--- config.mk ---
export PLATFORM = sky130hd
export DESIGN_NAME = venom_fire_ctrl
export DESIGN_NICKNAME = d
export VERILOG_FILES = /design/src/rtl/venom_pkg.sv /design/src/rtl/venom_key_edge.sv /design/src/rtl/venom_fire_ctrl.sv
export SDC_FILE = /design/constraint.sdc
export NUM_CORES = 1
export LEC_CHECK = 0
export CAP_MARGIN = 15
export CORE_ASPECT_RATIO = 1.1
export CORE_MARGIN = 2
export CORE_UTILIZATION = 44
export CTS_BUF_LIST = sky130_fd_sc_hd__clkbuf_8
export DETAILED_ROUTE_END_ITERATION = 8
export DONT_BUFFER_PORTS = 1
export PLACE_DENSITY = 0.62
export SETUP_SLACK_MARGIN = 0.02
export SLEW_MARGIN = 25
export SYNTH_ARGS = -nofsm -noshare
export SYNTH_HDL_FRONTEND = slang
export SYNTH_SLANG_ARGS = --single-unit
--- constraint.sdc ---
create_clock -name frame_clk -period 5.65 [get_ports frame_clk]
set_input_delay 0.565 -clock frame_clk [delete_from_list [all_inputs] [get_ports frame_clk]]
set_output_delay 0.565 -clock frame_clk [all_outputs]
set_load 0.05 [all_outputs]
--- src/rtl/venom_pkg.sv ---
// Shared types and constants for the venom projectile controller.
// Contents: FSM state encoding, snake heading codes, default fire keycode.
// Imported by venom_key_edge and venom_fire_ctrl.
package venom_pkg;

  typedef enum logic [1:0] {
    ST_READY    = 2'd0,
    ST_FLIGHT   = 2'd1,
    ST_COOLDOWN = 2'd2
  } venom_state_e;

  // Snake heading as presented on motionFlag and latched into bullet_dir.
  localparam logic [1:0] DIR_W = 2'b00;
  localparam logic [1:0] DIR_A = 2'b01;
  localparam logic [1:0] DIR_S = 2'b10;
  localparam logic [1:0] DIR_D = 2'b11;

  // Space bar scan code.
  localparam logic [7:0] VENOM_FIRE_KEY = 8'h2C;

endpackage

--- src/rtl/venom_key_edge.sv ---
// Fire key rising-edge detector over two concurrent keycode bytes.
// Latency: fire_edge is combinational from keycode; key_prev is one frame behind.
// Backpressure: none; edges are presented once and never held.
// Ports: frame_clk/Reset (async, active-high), keycode[15:0] in,
//        key_prev (registered key level), fire_edge (press this frame).
module venom_key_edge
  import venom_pkg::*;
#(
  parameter logic [7:0] FIRE_KEY = VENOM_FIRE_KEY
) (
  input  logic        frame_clk,
  input  logic        Reset,
  input  logic [15:0] keycode,
  output logic        key_prev,
  output logic        fire_edge
);

  logic key_match;

  // Either key slot may carry the fire key.
  assign key_match = (keycode[15:8] == FIRE_KEY) | (keycode[7:0] == FIRE_KEY);

  always_ff @(posedge frame_clk or posedge Reset) begin
    if (Reset) begin
      key_prev <= 1'b0;
    end else begin
      key_prev <= key_match;
    end
  end

  // A held key produces exactly one edge.
  assign fire_edge = key_match & ~key_prev;

endmodule

--- src/rtl/venom_fire_ctrl.sv ---
// Venom projectile sequencer: launch on fire edge, flight, cooldown, ammo reload.
// Latency: one frame_clk edge from a sampled fire edge to launch/venom_active.
// Backpressure: none; fire edges outside READY or with no ammo are dropped.
// Ports: frame_clk/Reset (async, active-high); keycode, motionFlag, collision,
//        off_screen, game_active in; launch, venom_active, bullet_dir, ammo,
//        hit_pulse out (all registered).
module venom_fire_ctrl
  import venom_pkg::*;
#(
  parameter int         MAX_AMMO   = 3,
  parameter int         COOLDOWN   = 15,
  parameter int         FLIGHT_MAX = 213,
  parameter int         RELOAD     = 120,
  parameter logic [7:0] FIRE_KEY   = VENOM_FIRE_KEY
) (
  input  logic        frame_clk,
  input  logic        Reset,
  input  logic [15:0] keycode,
  input  logic [1:0]  motionFlag,
  input  logic        collision,
  input  logic        off_screen,
  input  logic        game_active,
  output logic        launch,
  output logic        venom_active,
  output logic [1:0]  bullet_dir,
  output logic [1:0]  ammo,
  output logic        hit_pulse
);

  localparam logic [1:0] S_READY    = ST_READY;
  localparam logic [1:0] S_FLIGHT   = ST_FLIGHT;
  localparam logic [1:0] S_COOLDOWN = ST_COOLDOWN;

  localparam logic [1:0] AMMO_FULL   = 2'(MAX_AMMO);
  localparam logic [7:0] FLIGHT_LAST = 8'(FLIGHT_MAX - 1);
  localparam logic [7:0] COOL_LAST   = 8'(COOLDOWN - 1);
  localparam logic [7:0] RELOAD_LAST = 8'(RELOAD - 1);

  logic [1:0] state;
  logic [7:0] flight_cnt;
  logic [7:0] cool_cnt;
  logic [7:0] reload_cnt;
  logic       fire_edge;
  logic       unused_key_prev;   // sampled key level; the FSM only needs the edge
  logic       shot_go;
  logic       reload_done;

  venom_key_edge #(
    .FIRE_KEY (FIRE_KEY)
  ) u_key_edge (
    .frame_clk (frame_clk),
    .Reset     (Reset),
    .keycode   (keycode),
    .key_prev  (unused_key_prev),
    .fire_edge (fire_edge)
  );

  assign shot_go     = (state == S_READY) & fire_edge & game_active & (ammo != 2'd0);
  assign reload_done = game_active & (ammo < AMMO_FULL) & (reload_cnt == RELOAD_LAST);

  // Shot sequencing. Exit priority out of FLIGHT: game stop, hit, off-screen/timeout,
  // so a collision on the final flight frame still counts as a hit.
  always_ff @(posedge frame_clk or posedge Reset) begin
    if (Reset) begin
      state        <= S_READY;
      flight_cnt   <= 8'd0;
      cool_cnt     <= 8'd0;
      bullet_dir   <= DIR_W;
      launch       <= 1'b0;
      venom_active <= 1'b0;
      hit_pulse    <= 1'b0;
    end else begin
      launch    <= 1'b0;
      hit_pulse <= 1'b0;
      case (state)
        S_READY: begin
          if (shot_go) begin
            state        <= S_FLIGHT;
            bullet_dir   <= motionFlag;
            flight_cnt   <= 8'd0;
            launch       <= 1'b1;
            venom_active <= 1'b1;
          end
        end
        S_FLIGHT: begin
          flight_cnt <= flight_cnt + 8'd1;
          if (!game_active) begin
            state        <= S_READY;
            venom_active <= 1'b0;
          end else if (collision) begin
            state        <= S_COOLDOWN;
            cool_cnt     <= 8'd0;
            hit_pulse    <= 1'b1;
            venom_active <= 1'b0;
          end else if (off_screen || (flight_cnt == FLIGHT_LAST)) begin
            state        <= S_COOLDOWN;
            cool_cnt     <= 8'd0;
            venom_active <= 1'b0;
          end
        end
        S_COOLDOWN: begin
          cool_cnt <= cool_cnt + 8'd1;
          if (!game_active || (cool_cnt == COOL_LAST)) begin
            state <= S_READY;
          end
        end
        default: begin
          state        <= S_READY;
          venom_active <= 1'b0;
        end
      endcase
    end
  end

  // Ammo bookkeeping. A launch and a reload on the same edge cancel out,
  // while the reload counter still wraps.
  always_ff @(posedge frame_clk or posedge Reset) begin
    if (Reset) begin
      ammo       <= AMMO_FULL;
      reload_cnt <= 8'd0;
    end else begin
      if (shot_go && !reload_done) begin
        ammo <= ammo - 2'd1;
      end else if (reload_done && !shot_go) begin
        ammo <= ammo + 2'd1;
      end

      if (ammo == AMMO_FULL) begin
        reload_cnt <= 8'd0;
      end else if (reload_done) begin
        reload_cnt <= 8'd0;
      end else if (game_active) begin
        reload_cnt <= reload_cnt + 8'd1;
      end
    end
  end

endmodule

==> flow_metrics.py, run 1 <==
metrics = {
    "outcome": {
        "run_status": "finished, final reports clean",
    },
    "die": {
        "die_height_um": 71.2,
        "die-area_mm2": 0.00463,
        "die_w_um": 65.1,
        "io_pins": 30,
        "rows": 24,
        "design.core.area_mm2": 0.00396,
        "start_util_pct": 45.5,
    },
    "grt": {
        "grt_pass1_vias": 1362,
        "grt_start_max_net_pins": 35,
        "antenna_found_initial": 0,
        "overall_track_demand_over_capacity_in_global_routing_pct": 17.2,
        "global_route_wire_length_before_repair_mm": 6.07,
        "grt_total_ovfl": 0,
    },
    "final_layout": {
        "finish.utilization_pct": 48.5,
        "layout.nets": 210,
        "post_synthesis_to_final_layout_area_growth_pct": 6.45,
        "antenna_cells": 0,
        "drive_gt1_share_pct": 9.89,
    },
    "clock_tree": {
        "clkTransAtPathRegs_ns": 0.06,
        "post_cts_buffers": 0,
        "cts-root-to-sink-buffers": 2,
        "numClockSinks": 34,
        "cts_resized": 0,
        "clock-root-buffer": "sky130_fd_sc_hd__clkbuf_8",
        "tritoncts": "done",
        "clkLatencyLatePin_ns": 0.28,
        "tritoncts.num_buffers": 5,
        "htree_num_levels": 2,
        "ctsHoldBuffers": 0,
    },
    "drt": {
        "first_iter_violations": 63,
        "drtPass1Iterations": 4,
        "drcViolationCount": 0,
        "routed_via_density": 5.75,
        "postRouteWirelength_mm": 3.47,
        "ant_nets": 0,
        "route.vias.total": 1345,
        "route.detailed.wl_per_inst_um": 14.8,
    },
    "power_and_ir_drop": {
        "worst_ir_drop_vdd_v": 0.000181,
        "power.share.combinational_pct": 10.0,
        "clock_power_share_pct": 35.3,
        "power.internal_uw": 380,
        "power.sequential.fraction_pct": 54.7,
        "powerDensity_mw_per_mm2": 266,
        "power.leakage_uw": 0.000835,
        "power.switching_fraction_pct": 25.6,
        "switching_power_uw": 131,
    },
    "critical_path": {
        "cpLargestDelayFamily": "flip-flops",
        "cp_max_fo": 13,
        "critPathCaptureType": "flip-flop",
        "worst-path-buf-inv": 0,
        "reg2reg_slack_ns": 3.46,
        "cp_slowest_cell": "sky130_fd_sc_hd__dfstp_2",
        "critPathArrivalTime_ns": 2.36,
        "critical_path.cell_chain": "nor2_1 > or4_4 > a21oi_4 > mux2_2",
        "timing.critical_path.required_ns": 5.82,
        "critical-path-max-stage-delay_ns": 0.78,
        "critical_path_class": "reg -> reg",
        "cp-start-kind": "flip-flop",
    },
    "sta": {
        "min_period_over_period_pct": 38.8,
        "finalSetupViolations": 0,
        "clock_skew_ns": 0.00498,
        "tightestPinTransition_ns": 0.679,
        "slew_headroom_pct": 54.6,
        "period_needed_ns": 2.19,
        "slew_viol_final": 0,
        "fin_setup_tns_ns": 0,
        "fmax_mhz": 457,
        "hold_violations": 0,
        "rsz_0062_raised_after_global_routing": "false",
    },
    "synthesis": {
        "yosysUniqueCellTypes": 45,
        "synth_sequential_area_ratio_pct": 47.3,
        "postSynthRegisterBits": 34,
        "synth_enable_flop_cells": 0,
        "postSynthNetCount": 210,
        "asyncSetResetFlopFracSynth_pct": 100,
        "synthesis.instances": 181,
        "synthFlopType": "sky130_fd_sc_hd__dfrtp_1",
        "synth.avg_cell_area_um2": 9.97,
        "synth_warnings": 0,
        "syn_area_mm2": 0.00180,
    },
    "placement": {
        "placement.io_buffers": 0,
        "globalplace.congestion": 0.764,
        "hpwl_mm": 2.53,
    },
    "hold_path": {
        "hold_class": "in -> async",
    },
    "job": {
        "maxCapViolations": 0,
    },
}
power groups by stage:
stage          combinational, uW  sequential, uW  clock, uW
5_1_grt                     56.9             281        198
3_3_place_gp                49.2             282          0
6_report                    51.0             279        180
3_5_place_dp                51.0             283          0
4_1_cts                     51.3             278        186
2_1_floorplan               41.8             278          0
sequential cells by signal, summed over array words and instances (netlist names), 2 cells and up:
register    count
ammo            2
bullet_dir      2
cool_cnt        8
flight_cnt      8
reload_cnt      8
state           2
per-layer routing:
layer | wire length [um] | track usage (%) | vias up
met3 | 176 | 5.25 | 6
met4 | 61 | 6.48 | 0
met5 | 0 | 0 | -
met2 | 1740 | 29.6 | 35
li1 | - | - | 649
met1 | 1490 | 20.1 | 655
final timing paths:
kind	startpoint	endpoint	cells past startpoint
max	ammo[0]	bullet_dir[0]	4
min	Reset	reload_cnt[4]	2
max reg2reg	ammo[0]	bullet_dir[0]	4
min reg2reg	reload_cnt[6]	reload_cnt[6]	1
max in group asynchronous	Reset	ammo[1]	2
min in group frame_clk	game_active	state[0]	2
cell type report:
cell class | count | area, um^2
Fill cell | 388 | 2040
Sequential cell | 34 | 853
Inverter | 5 | 18.8
Multi-Input combinational cell | 134 | 885
Clock buffer | 6 | 82.6
Tap cell | 52 | 65.1
Clock inverter | 2 | 8.76
Timing Repair Buffer | 1 | 7.51
logic make-up (layout without fill, tap and decap cells):
group	count (synthesis)	count (layout)	synth area share (%)
xor+xnor	11	11	5.34
flops	34	34	47.3
simple gates	76	76	22.9
compound gates	36	36	13.7
fa+ha+maj	6	6	4.16
buf+inv	13	14	3.68
mux	5	5	2.98
worst register-to-register path: stages, from the launching register on:
cell                      delay (ns)
sky130_fd_sc_hd__dfstp_2        0.78
sky130_fd_sc_hd__nor2_1         0.08
sky130_fd_sc_hd__or4_4          0.51
sky130_fd_sc_hd__a21oi_4        0.33
sky130_fd_sc_hd__mux2_2         0.38
metrics by stage:
step | instance area (um^2) | power [uW] | hold slack [ns] | setup slack, ns | cells
floorplan | 1800 | 320 | 0.444 | 3.51 | 181
global placement | 1830 | 331 | 0.460 | 3.50 | 226
detailed placement | 1830 | 334 | 0.468 | 3.44 | 226
CTS | 1920 | 516 | 0.266 | 3.44 | 234
global route | 1920 | 535 | 0.295 | 3.31 | 234
finish | 1920 | 510 | 0.258 | 3.46 | 234
synthesized netlist by cell type, drive strengths merged (2+ instances only):
cell type / count / area share [%]
dfrtp: 32 / 44
nand2: 19 / 4.0
nor2: 13 / 2.7
xor2: 9 / 4.4
a21oi: 8 / 2.8
nand3: 8 / 2.2
nand4: 8 / 2.8
and3: 6 / 2.1
ha: 6 / 4.2
o21ai: 6 / 1.7
buf: 5 / 2.0
inv: 5 / 1.0
nand2b: 5 / 1.7
nor2b: 5 / 1.7
a31oi: 4 / 1.4
o211ai: 4 / 1.7
clkbuf: 3 / 0.62
mux2: 3 / 1.9
a21boi: 2 / 1.0
a21o: 2 / 0.83
dfstp: 2 / 2.9
mux2i: 2 / 1.1
nor4b: 2 / 0.97
o22ai: 2 / 0.69
o31ai: 2 / 0.83
or3: 2 / 0.69
or4: 2 / 1.0
xnor2: 2 / 0.97
cell usage in the layout, fill, tap and decap left out, types with 2 or more instances in the layout:
cell type / netlist / layout
sky130_fd_sc_hd__dfrtp_1: 32 / 32
sky130_fd_sc_hd__nand2_1: 19 / 19
sky130_fd_sc_hd__nor2_1: 13 / 13
sky130_fd_sc_hd__xor2_1: 9 / 9
sky130_fd_sc_hd__nand4_1: 8 / 8
sky130_fd_sc_hd__nand3_1: 8 / 8
sky130_fd_sc_hd__a21oi_1: 7 / 7
sky130_fd_sc_hd__o21ai_0: 6 / 6
sky130_fd_sc_hd__and3_1: 6 / 6
sky130_fd_sc_hd__inv_1: 5 / 6
sky130_fd_sc_hd__ha_1: 6 / 6
sky130_fd_sc_hd__clkbuf_8: 0 / 6
sky130_fd_sc_hd__nand2b_1: 5 / 5
sky130_fd_sc_hd__nor2b_1: 5 / 5
sky130_fd_sc_hd__o211ai_1: 4 / 4
sky130_fd_sc_hd__a31oi_1: 4 / 4
sky130_fd_sc_hd__mux2_2: 3 / 3
sky130_fd_sc_hd__nor4b_1: 2 / 2
sky130_fd_sc_hd__or3_1: 2 / 2
sky130_fd_sc_hd__a21o_1: 2 / 2
sky130_fd_sc_hd__xnor2_1: 2 / 2
sky130_fd_sc_hd__o22ai_1: 2 / 2
sky130_fd_sc_hd__o31ai_1: 2 / 2
sky130_fd_sc_hd__mux2i_1: 2 / 2
sky130_fd_sc_hd__dfstp_2: 2 / 2
Note: power is estimated with default switching activity, not from simulation.
==> run 2, diff against run 1 <==
--- a/config.mk
+++ b/config.mk
@@ -12,7 +12,7 @@
 export CTS_BUF_LIST = sky130_fd_sc_hd__clkbuf_8
 export DETAILED_ROUTE_END_ITERATION = 8
 export DONT_BUFFER_PORTS = 1
-export PLACE_DENSITY = 0.62
+export PLACE_DENSITY = 0.64
 export SETUP_SLACK_MARGIN = 0.02
 export SLEW_MARGIN = 25
 export SYNTH_ARGS = -nofsm -noshare
==> constraint.sdc (replaced) <==
create_clock -name frame_clk -period 1.8 [get_ports frame_clk]
set_input_delay 0.18 -clock frame_clk [delete_from_list [all_inputs] [get_ports frame_clk]]
set_output_delay 0.18 -clock frame_clk [all_outputs]
set_load 0.05 [all_outputs]
==> flow_metrics.py, run 2 (synthesis results as in run 1) <==
metrics = {
    "critical_path": {
        "critical_path_class": "reg -> reg",
        "reg2reg_to": "ammo[1]",
        "reg2reg_slack_ns": 0.06,
        "cp_max_fo": 2,
        "crit_start": "state[1]",
        "timing.reg2reg.worst_path_depth": 7,
        "cp-start-kind": "flip-flop",
        "critPathArrivalTime_ns": 1.94,
        "timing.critical_path.required_ns": 2.00,
        "r2r_start": "state[1]",
        "critPathCaptureType": "flip-flop",
    },
    "die": {
        "die_height_um": 71.2,
        "die_w_um": 65.1,
        "design.core.area_mm2": 0.00396,
        "io_pins": 30,
        "start_util_pct": 45.5,
        "die-area_mm2": 0.00463,
        "rows": 24,
    },
    "drt": {
        "route.detailed.wl_per_inst_um": 14.6,
        "routed_via_density": 5.60,
        "drtPass1Iterations": 4,
        "ant_nets": 0,
        "route.vias.total": 1373,
        "drcViolationCount": 0,
        "postRouteWirelength_mm": 3.59,
        "first_iter_violations": 21,
    },
    "grt": {
        "overall_track_demand_over_capacity_in_global_routing_pct": 17.2,
        "global_route_wire_length_before_repair_mm": 6.15,
        "antenna_found_initial": 0,
        "grt_start_max_net_pins": 35,
        "grt_pass1_vias": 1429,
        "grt_total_ovfl": 0,
    },
    "placement": {
        "dpl_cell_area_mm2": 0.00192,
        "globalplace.congestion": 0.778,
        "placement.io_buffers": 0,
        "hpwl_mm": 2.69,
    },
    "hold_path": {
        "timing.hold.worst_endpoint": "bullet_dir[1]",
        "hold_class": "in -> reg",
        "worst_hold_startpoint": "motionFlag[1]",
        "worstHoldPathCells": 1,
    },
    "sta": {
        "clock_skew_ns": 0.00206,
        "slew_viol_final": 0,
        "fmax_mhz": 576,
        "rsz_0062_raised_after_global_routing": "true",
        "period_needed_ns": 1.74,
        "slew_headroom_pct": 67.8,
        "tightestPinTransition_ns": 0.483,
        "hold_violations": 0,
        "min_period_over_period_pct": 96.5,
        "finalSetupViolations": 0,
    },
    "final_layout": {
        "antenna_cells": 0,
        "final_area_mm2": 0.00202,
        "mostFrequentLayoutCell": "sky130_fd_sc_hd__dfrtp_1",
        "post_synthesis_to_final_layout_area_growth_pct": 11.9,
        "top_regs": "cool_cnt (8), flight_cnt (8), reload_cnt (8)",
        "drive_gt1_share_pct": 15.5,
        "most-common-layout-cells": "32 x sky130_fd_sc_hd__dfrtp_1, 19 x sky130_fd_sc_hd__nand2_1, 12 x sky130_fd_sc_hd__nor2_1, 12 x sky130_fd_sc_hd__buf_4, 9 x sky130_fd_sc_hd__xor2_1",
        "layout.nets": 222,
    },
    "clock_tree": {
        "clock-root-buffer": "sky130_fd_sc_hd__clkbuf_8",
        "clkLatencyLatePin_ns": 0.28,
        "tritoncts.num_buffers": 5,
        "clkTransAtPathRegs_ns": 0.06,
        "cts-root-to-sink-buffers": 2,
        "tritoncts": "done",
        "numClockSinks": 34,
        "htree_num_levels": 2,
    },
    "job": {
        "maxCapViolations": 0,
    },
    "power_and_ir_drop": {
        "total_power_uw": 1540,
        "worst_ir_drop_vdd_v": 0.000503,
        "power.leakage_uw": 0.000894,
        "powerDensity_mw_per_mm2": 763,
    },
    "outcome": {
        "run_status": "finished, final reports clean",
    },
}
-- run 2: what timing repair did --
| item | 4_1_cts | 5_1_grt |
|---|---|---|
| setup buffers | 0 | 0 |
| hold buffers | 1 | 0 |
| hold endpoints to repair | 32 | 0 |
| setup endpoints to repair | 1 | 1 |
| pin swaps | 3 | 1 |
| resized for setup | 1 | 1 |
-- run 2: worst max path at each step --
| stage | depth (start not counted) | end | slack [ns] |
|---|---|---|---|
| global placement | 7 | ammo[1] | 0.05 |
| floorplan | 7 | ammo[1] | -0.26 |
| detailed placement | 6 | ammo[1] | -0.003 |
| global route | 7 | ammo[1] | -0.009 |
| CTS | 6 | ammo[1] | 0.02 |
| finish | 7 | ammo[1] | 0.06 |
-- run 2: area by class of cell --
| type | instances | area (um^2) |
|---|---|---|
| fillers | 375 | 1940 |
| multi-input cells | 134 | 906 |
| flip-flops and latches | 34 | 853 |
| repair buffers | 13 | 100 |
| clock buffers | 5 | 68.8 |
| well taps | 52 | 65.1 |
| inverters | 5 | 18.8 |
| clock inverters | 2 | 7.51 |
-- run 2: layer usage --
metal  routed length, um  GRT usage (%)  part of all wire, %  vias up
met2                1720           27.9                   48       35
met3                 196           5.09                  5.5        6
met4                  52           6.02                  1.5        0
met5                   0              0                    0        -
li1                    -              -                    -      674
met1                1620           22.0                   45      658
-- run 2: worst max-delay path, cell delays in order (launching register included) --
cell and delay (ns):
sky130_fd_sc_hd__dfrtp_1 0.38, sky130_fd_sc_hd__nand2b_4 0.14, sky130_fd_sc_hd__or4_4 0.50, sky130_fd_sc_hd__a21oi_2 0.13, sky130_fd_sc_hd__ha_1 0.17, sky130_fd_sc_hd__xnor2_1 0.13, sky130_fd_sc_hd__nor2_2 0.06, sky130_fd_sc_hd__xor2_1 0.15
-- run 2: metrics by stage --
stage                     std cells  util [%]  hold WS (ns)  setup slack [ns]  setup TNS (ns)
after floorplan                 181         -         0.320            -0.264           -1.73
after global placement          237      48.5         0.187            0.0516               0
after detailed placement        237      48.5         0.195          -0.00311        -0.00311
after CTS                       245      50.9        0.0352            0.0204               0
after global routing            245      50.9        0.0366          -0.00885        -0.00885
final                           245      50.9        0.0475            0.0625               0
-- run 2: report_power, final --
group          internal [uW]  switching, uW
clock network            254            247
logic                   77.7           86.6
registers                816           60.4
total                   1150            394
